### config.mk
export PLATFORM = sky130hd
export DESIGN_NAME = switch_debouncer_flat
export DESIGN_NICKNAME = d
export VERILOG_FILES = /design/src/rtl/switch_debouncer_if.sv /design/src/rtl/switch_debouncer.sv /design/src/flat_wrapper.sv
export SDC_FILE = /design/constraint.sdc
export NUM_CORES = 1
export LEC_CHECK = 0
export ABC_AREA = 0
export CORE_UTILIZATION = 45
export CTS_CLUSTER_SIZE = 16
export DETAILED_ROUTE_END_ITERATION = 10
export PLACE_DENSITY = 0.64
export SYNTH_ARGS = -nofsm -noshare
export SYNTH_HDL_FRONTEND = slang
export SYNTH_SLANG_ARGS = --single-unit
### constraint.sdc
create_clock -name clk_clk -period 5.7 [get_ports clk_clk]
set_input_delay 1.71 -clock clk_clk [delete_from_list [all_inputs] [get_ports clk_clk]]
set_output_delay 1.71 -clock clk_clk [all_outputs]
set_load 0.02 [all_outputs]
### src/rtl/switch_debouncer_if.sv
// Switch-conditioning signal bundle: raw pins in, debounced levels, edge pulses and
// the sticky change flag with its acknowledge out.
interface switch_debouncer_if #(
  parameter int WIDTH = 5
);
  logic [WIDTH-1:0] sw_raw;
  logic [WIDTH-1:0] sw_clean;
  logic [WIDTH-1:0] sw_rise;
  logic [WIDTH-1:0] sw_fall;
  logic [WIDTH-1:0] event_mask;
  logic             change_pending;
  logic             change_ack;

  // Consumer side: supplies the pins and the acknowledge, observes everything else.
  modport master (
    output sw_raw,
    output change_ack,
    input  sw_clean,
    input  sw_rise,
    input  sw_fall,
    input  event_mask,
    input  change_pending
  );

  // Debouncer side.
  modport slave (
    input  sw_raw,
    input  change_ack,
    output sw_clean,
    output sw_rise,
    output sw_fall,
    output event_mask,
    output change_pending
  );
endinterface

### src/rtl/switch_debouncer.sv
// Per-bit 2-flop synchroniser plus stability-count debouncer, with registered
// rise/fall pulses and a sticky, acknowledgeable change flag.
module switch_debouncer #(
  parameter int WIDTH         = 5,
  parameter int STABLE_CYCLES = 500000
) (
  input  logic               clk_clk,
  input  logic               reset_reset,
  switch_debouncer_if.slave  sw_if
);
  localparam int CNT_W = $clog2(STABLE_CYCLES);
  localparam logic [CNT_W-1:0] CNT_MAX = CNT_W'(STABLE_CYCLES - 1);
  localparam logic [CNT_W-1:0] CNT_ONE = CNT_W'(1);

  logic [WIDTH-1:0] sync1_q, sync1_d;
  logic [WIDTH-1:0] sync2_q, sync2_d;
  logic [WIDTH-1:0] clean_q, clean_d;
  logic [WIDTH-1:0] rise_q, rise_d;
  logic [WIDTH-1:0] fall_q, fall_d;
  logic [WIDTH-1:0] mask_q, mask_d;
  logic             pending_q, pending_d;
  logic [CNT_W-1:0] cnt_q [WIDTH];
  logic [CNT_W-1:0] cnt_d [WIDTH];

  always_comb begin
    sync1_d = sw_if.sw_raw;
    sync2_d = sync1_q;
    clean_d = clean_q;
    rise_d  = '0;
    fall_d  = '0;
    cnt_d   = cnt_q;
    for (int i = 0; i < WIDTH; i++) begin
      // One cycle of agreement with the current clean level restarts the count.
      if (sync2_q[i] == clean_q[i]) begin
        cnt_d[i] = '0;
      end else if (cnt_q[i] == CNT_MAX) begin
        clean_d[i] = sync2_q[i];
        cnt_d[i]   = '0;
        rise_d[i]  = sync2_q[i];
        fall_d[i]  = ~sync2_q[i];
      end else begin
        cnt_d[i] = cnt_q[i] + CNT_ONE;
      end
    end
    // change_pending/change_ack: pending stays high until acked; an edge landing in
    // the ack cycle re-sets its bit, so no event is ever lost.
    mask_d    = (mask_q & ~{WIDTH{sw_if.change_ack}}) | rise_d | fall_d;
    pending_d = |mask_d;
  end

  always_ff @(posedge clk_clk) begin
    if (reset_reset) begin
      sync1_q   <= '0;
      sync2_q   <= '0;
      clean_q   <= '0;
      rise_q    <= '0;
      fall_q    <= '0;
      mask_q    <= '0;
      pending_q <= 1'b0;
      for (int i = 0; i < WIDTH; i++) begin
        cnt_q[i] <= '0;
      end
    end else begin
      sync1_q   <= sync1_d;
      sync2_q   <= sync2_d;
      clean_q   <= clean_d;
      rise_q    <= rise_d;
      fall_q    <= fall_d;
      mask_q    <= mask_d;
      pending_q <= pending_d;
      for (int i = 0; i < WIDTH; i++) begin
        cnt_q[i] <= cnt_d[i];
      end
    end
  end

  assign sw_if.sw_clean       = clean_q;
  assign sw_if.sw_rise        = rise_q;
  assign sw_if.sw_fall        = fall_q;
  assign sw_if.event_mask     = mask_q;
  assign sw_if.change_pending = pending_q;
endmodule

### src/flat_wrapper.sv
// flat-port wrapper written by rule: the top's interface ports become plain ports
module switch_debouncer_flat 
#(
  parameter int WIDTH         = 5,
  parameter int STABLE_CYCLES = 500000
)
  (clk_clk, reset_reset, sw_if_sw_raw, sw_if_change_ack, sw_if_sw_clean, sw_if_sw_rise, sw_if_sw_fall, sw_if_event_mask, sw_if_change_pending);
  switch_debouncer_if #(.WIDTH(WIDTH)) sw_if_i ();
  input  logic clk_clk;
  input  logic reset_reset;
  input wire logic [$bits(sw_if_i.sw_raw)-1:0] sw_if_sw_raw;
  input wire logic [$bits(sw_if_i.change_ack)-1:0] sw_if_change_ack;
  output wire logic [$bits(sw_if_i.sw_clean)-1:0] sw_if_sw_clean;
  output wire logic [$bits(sw_if_i.sw_rise)-1:0] sw_if_sw_rise;
  output wire logic [$bits(sw_if_i.sw_fall)-1:0] sw_if_sw_fall;
  output wire logic [$bits(sw_if_i.event_mask)-1:0] sw_if_event_mask;
  output wire logic [$bits(sw_if_i.change_pending)-1:0] sw_if_change_pending;
  assign sw_if_i.sw_raw = sw_if_sw_raw;
  assign sw_if_i.change_ack = sw_if_change_ack;
  assign sw_if_sw_clean = sw_if_i.sw_clean;
  assign sw_if_sw_rise = sw_if_i.sw_rise;
  assign sw_if_sw_fall = sw_if_i.sw_fall;
  assign sw_if_event_mask = sw_if_i.event_mask;
  assign sw_if_change_pending = sw_if_i.change_pending;
  switch_debouncer #(.WIDTH(WIDTH), .STABLE_CYCLES(STABLE_CYCLES)) u_core (.clk_clk(clk_clk), .reset_reset(reset_reset), .sw_if(sw_if_i));
endmodule
# Word-level counts from Yosys, hierarchy flattened
# Index checks and enable logic that the tools add are counted.
[totals] in_bits=8 reg_bits=126 output_inout_bits=21
[classes] bitwise_logic=14 n_mux=20 eq_ne=10 add_sub_neg=5 reduce_logical=11
[op_table] op="$add A19 B1 Y19 const B" n=5
[op_table] op="$eq A19 B19 Y1 const B" n=5
[op_table] op="$mux W1" n=20
[op_table] op="$reduce_or A3 Y1" n=5
[op_table] op="$not A1 Y1" n=10
[op_table] op="$or A5 B5 Y5" n=2
[op_table] op="$reduce_and A2 Y1" n=5
[op_table] op="$and A5 B5 Y5" n=1
[op_table] op="$eq A1 B1 Y1" n=5
[op_table] op="$not A5 Y5" n=1
[op_table] op="$reduce_or A5 Y1" n=1

# Longest topological paths before layout
[depth] ltp_word=6 depth_mapped=7 mapped_depth_nobuf=5

# Worst setup path before layout
# Ideal clock, no wire load.
[synth_timing] kind="input port to flip-flop" startpoint="input reset_reset" endpoint="register u_core.cnt_q[61] (netlist bit)" stages=5 slack_ps=2926 arrival_ps=2646 setup_time_ps=128 required_time_ps=5572 cell_sequence="clkbuf_1 nor2_1 o21ai_1 clkbuf_1 nor2_1"
[synth_via] elab_chain_len=1
[synth_lines] item="start: declaration" line_no="flat_wrapper.sv:10" text="input logic reset_reset;"
[synth_lines] item="$reduce_or A3 Y1 (no line)"
[synth_lines] item="end signal: indexed assignment" line_no="switch_debouncer.sv:72" text="cnt_q[i] <= cnt_d[i];"
[synth_lines] item="end: declaration" line_no="switch_debouncer.sv:22" text="logic [CNT_W-1:0] cnt_q [WIDTH];"
# No other way between the ends.
# A chain may end at the register's enable or synchronous reset.

# Final worst setup path
[layout_timing] startpoint="input reset_reset" endpoint="register u_core.cnt_q[6] (netlist bit)"
# The elaborated chain is that of the path after synthesis.

==> metrics.yaml <==
power_and_ir_drop:
  intPower_mw: 1.58
  power_frac_clock_pct: 54.2
  powerDensity_nw_per_um2: 313
  p_leak_nw: 1.92
  seqPwrFrac_pct: 44.7
  p_sw_share_pct: 20.7
  ir_worst_vdd_uv: 290
  p_sw_mw: 0.411
  power_mw: 1.99
  power_frac_comb_pct: 1.1
floorplan:
  core_area_um2: 11600
  die_area_um2: 12400
  die_x_um: 111
  start_util_pct: 46.6
  fp.dieH_um: 111
  ios: 29
  fp-row-count: 39
detailed_routing:
  viasPerCell: 5.54
  drt_first_pass_iters: 7
  wl_per_cell_um: 13.7
  vias: 4372
  drt-initial-drc-count: 167
  drtAntennaViolNets: 0
  drcViolationCount: 4
  totalWireLength_um: 10800
worst_setup_path:
  required_ns: 5.93
  r2r-start: "u_core.cnt_q[19]"
  r2r-end: "u_core.cnt_q[21]"
  worst-path-max-fanout: 33
  rrSetupSlack_ns: 3.18
  arrival_ns: 3.55
  endpoint_kind: "flip-flop"
  cp-start-kind: "input pin"
  path_class: "input pin to flip-flop"
  r2r_cells: 5
job:
  cap_violations: 0
sta:
  hold_violations: 0
  finClkSkew_ns: 0.00736
  fin_crit_sh_pct: 58.3
  finalSetupTns_ns: 0
  min_period_ns: 3.33
  max_slew_margin_pct: 17.0
  slew_violations: 0
  max_freq_mhz: 301
  tightest_slew_ns: 1.24
  rsz0062_at_grt: "no"
  setup_viol: 0
global_route:
  antenna_found_initial: 0
  grt_max_degree: 34
  grt_pass1_wl_um: 19100
  track_usage_pct: 19.2
  grt_pass1_vias: 4164
  overflow: 0
placement:
  gp_congestion: 0.792
  portBuffers: 28
  place_area_um2: 5760
  dp_hpwl_um: 7470
  placed_cells: 757
logic_synthesis:
  synth_cell_type_count: 41
  synth_top_area_share_pct: 46.8
  avgSynthCellArea_um2: 8.90
  yosys-top-cells-count: "dfxtp_1, nor2_1, nand3_1"
  synth_top_area_cell: "dfxtp_1"
  yosys_warnings: 0
  synthCells: 605
  synth_area_leaders: "dfxtp_1, xnor2_1, nor2_1"
  ys_seq_elements: 126
  synth_ff_type: "dfxtp_1"
  synth_edf_count: 0
  synthArstFlopShare_pct: 0
  syn_area_um2: 5390
  yosysMostFrequentCell: "dfxtp_1"
  syn_nets: 618
  synth-seq-area-share_pct: 46.8
min_path:
  hold_start: "u_core.sync1_q[0]"
  hold_class: "flip-flop to flip-flop"
  min_to: "u_core.sync2_q[0]"
  hold_depth: 1
cts:
  ctsLongestPathBuffers: 2
  post-cts-setup-buffers: 0
  h-tree-depth: 4
  cts_resized: 0
  cts-root-buf: "clkbuf_16"
  cts_tree: "built"
  clock_latency_ns: 0.42
  clkTransAtPathRegs_ns: 0.06
  cts_sinks: 126
  cts_buffers: 17
  cts_hold_buf: 0
run_status:
  violations: "DRC"
  outcome: "finished with violations"
layout:
  nets: 646
  diodes: 0
  postLayoutCoreUtil_pct: 54.9
  fin_area_um2: 6350
  area_growth_syn_to_layout_pct: 18.0
  final_cells: 789
  post_route_cells_drive_above_1_share_pct: 6.19
  fillCellCount: 1086
-- how the worst max path moves through the flow --
stage	startpoint	slack, ns	endpoint
final	reset_reset	2.37	u_core.cnt_q[6]
after global routing	reset_reset	2.20	u_core.cnt_q[6]
after CTS	reset_reset	2.42	u_core.cnt_q[6]
after detailed placement	reset_reset	2.01	u_core.cnt_q[6]
after global placement	reset_reset	2.10	u_core.cnt_q[2]
after floorplan	reset_reset	2.93	u_core.cnt_q[61]
-- cells by family (layout without fill, tap and decap cells) --
| logic type | Yosys count | count (layout) | share of synthesized area, % |
|---|---|---|---|
| AO/OA/AOI/OAI | 83 | 83 | 9.08 |
| AND/OR/NAND/NOR | 294 | 294 | 30.2 |
| buffers and inverters | 37 | 78 | 2.97 |
| flip-flops | 126 | 126 | 46.8 |
| XOR/XNOR | 60 | 60 | 9.76 |
| adder cells (fa/ha/maj) | 5 | 5 | 1.16 |
-- area by class of cell --
type                       instances  area [um^2]  share of cell area (%)
timing repair buffer              29          288                    4.53
tap                              143          179                    2.82
sequential                       126         2520                    39.7
clock buffer                      17          425                    6.69
multi-input combinational        442         2700                    42.5
clock inverter                    15          173                    2.72
inverter                          17         63.8                    1.00
-- stage by stage --
stage	setup slack (ns)	hold slack, ns
after detailed placement	2.01	0.429
final	2.37	0.440
after CTS	2.42	0.442
after global placement	2.10	0.419
after global routing	2.20	0.457
after floorplan	2.93	0.414
-- metal layers --
layer,vias to the layer above,global-route usage [%],wire (um)
li1,2235,-,-
met1,2064,24.9,5200
met2,59,29.8,5060
met3,14,6.10,440
met4,0,7.39,150
met5,-,0,0
-- cells in the final DEF (no fill, tap or decap), types with 13 or more instances in the layout --
master / instances
dfxtp_1: 126
or3_1: 20
nor2_1: 73
nand4_1: 23
o21ai_0: 22
inv_1: 17
nand2_1: 36
and3_1: 13
xor2_1: 26
a21oi_1: 37
and4_1: 14
clkdlybuf4s50_1: 28
xnor2_1: 34
nand3_1: 38
clkbuf_16: 17
or4_1: 17
-- sequential cells by signal, indices dropped and copies added, names as in the netlist --
name and flops:
u_core.sync1_q 5, u_core.cnt_q 95, u_core.sw_if.change_pending 1, u_core.sw_if.sw_fall 5, u_core.sw_if.event_mask 5, u_core.sync2_q 5
u_core.sw_if.sw_clean 5, u_core.sw_if.sw_rise 5
-- power groups by stage --
stage          Clock [mW]  Combinational, mW  Sequential, mW
6_report             1.08             0.0217           0.888
5_1_grt              1.15             0.0243           0.889
4_1_cts              1.10             0.0220           0.888
3_5_place_dp            0             0.0220           0.907
3_3_place_gp            0             0.0217           0.907
2_1_floorplan           0             0.0139           0.907
-- worst max-delay path, cell delays in order --
cell and delay, ns:
clkdlybuf4s50_1 0.53, buf_4 0.34, nor2b_1 0.10, o21ai_1 0.66
nor2_1 0.20
(Power assumes the default switching activity.)
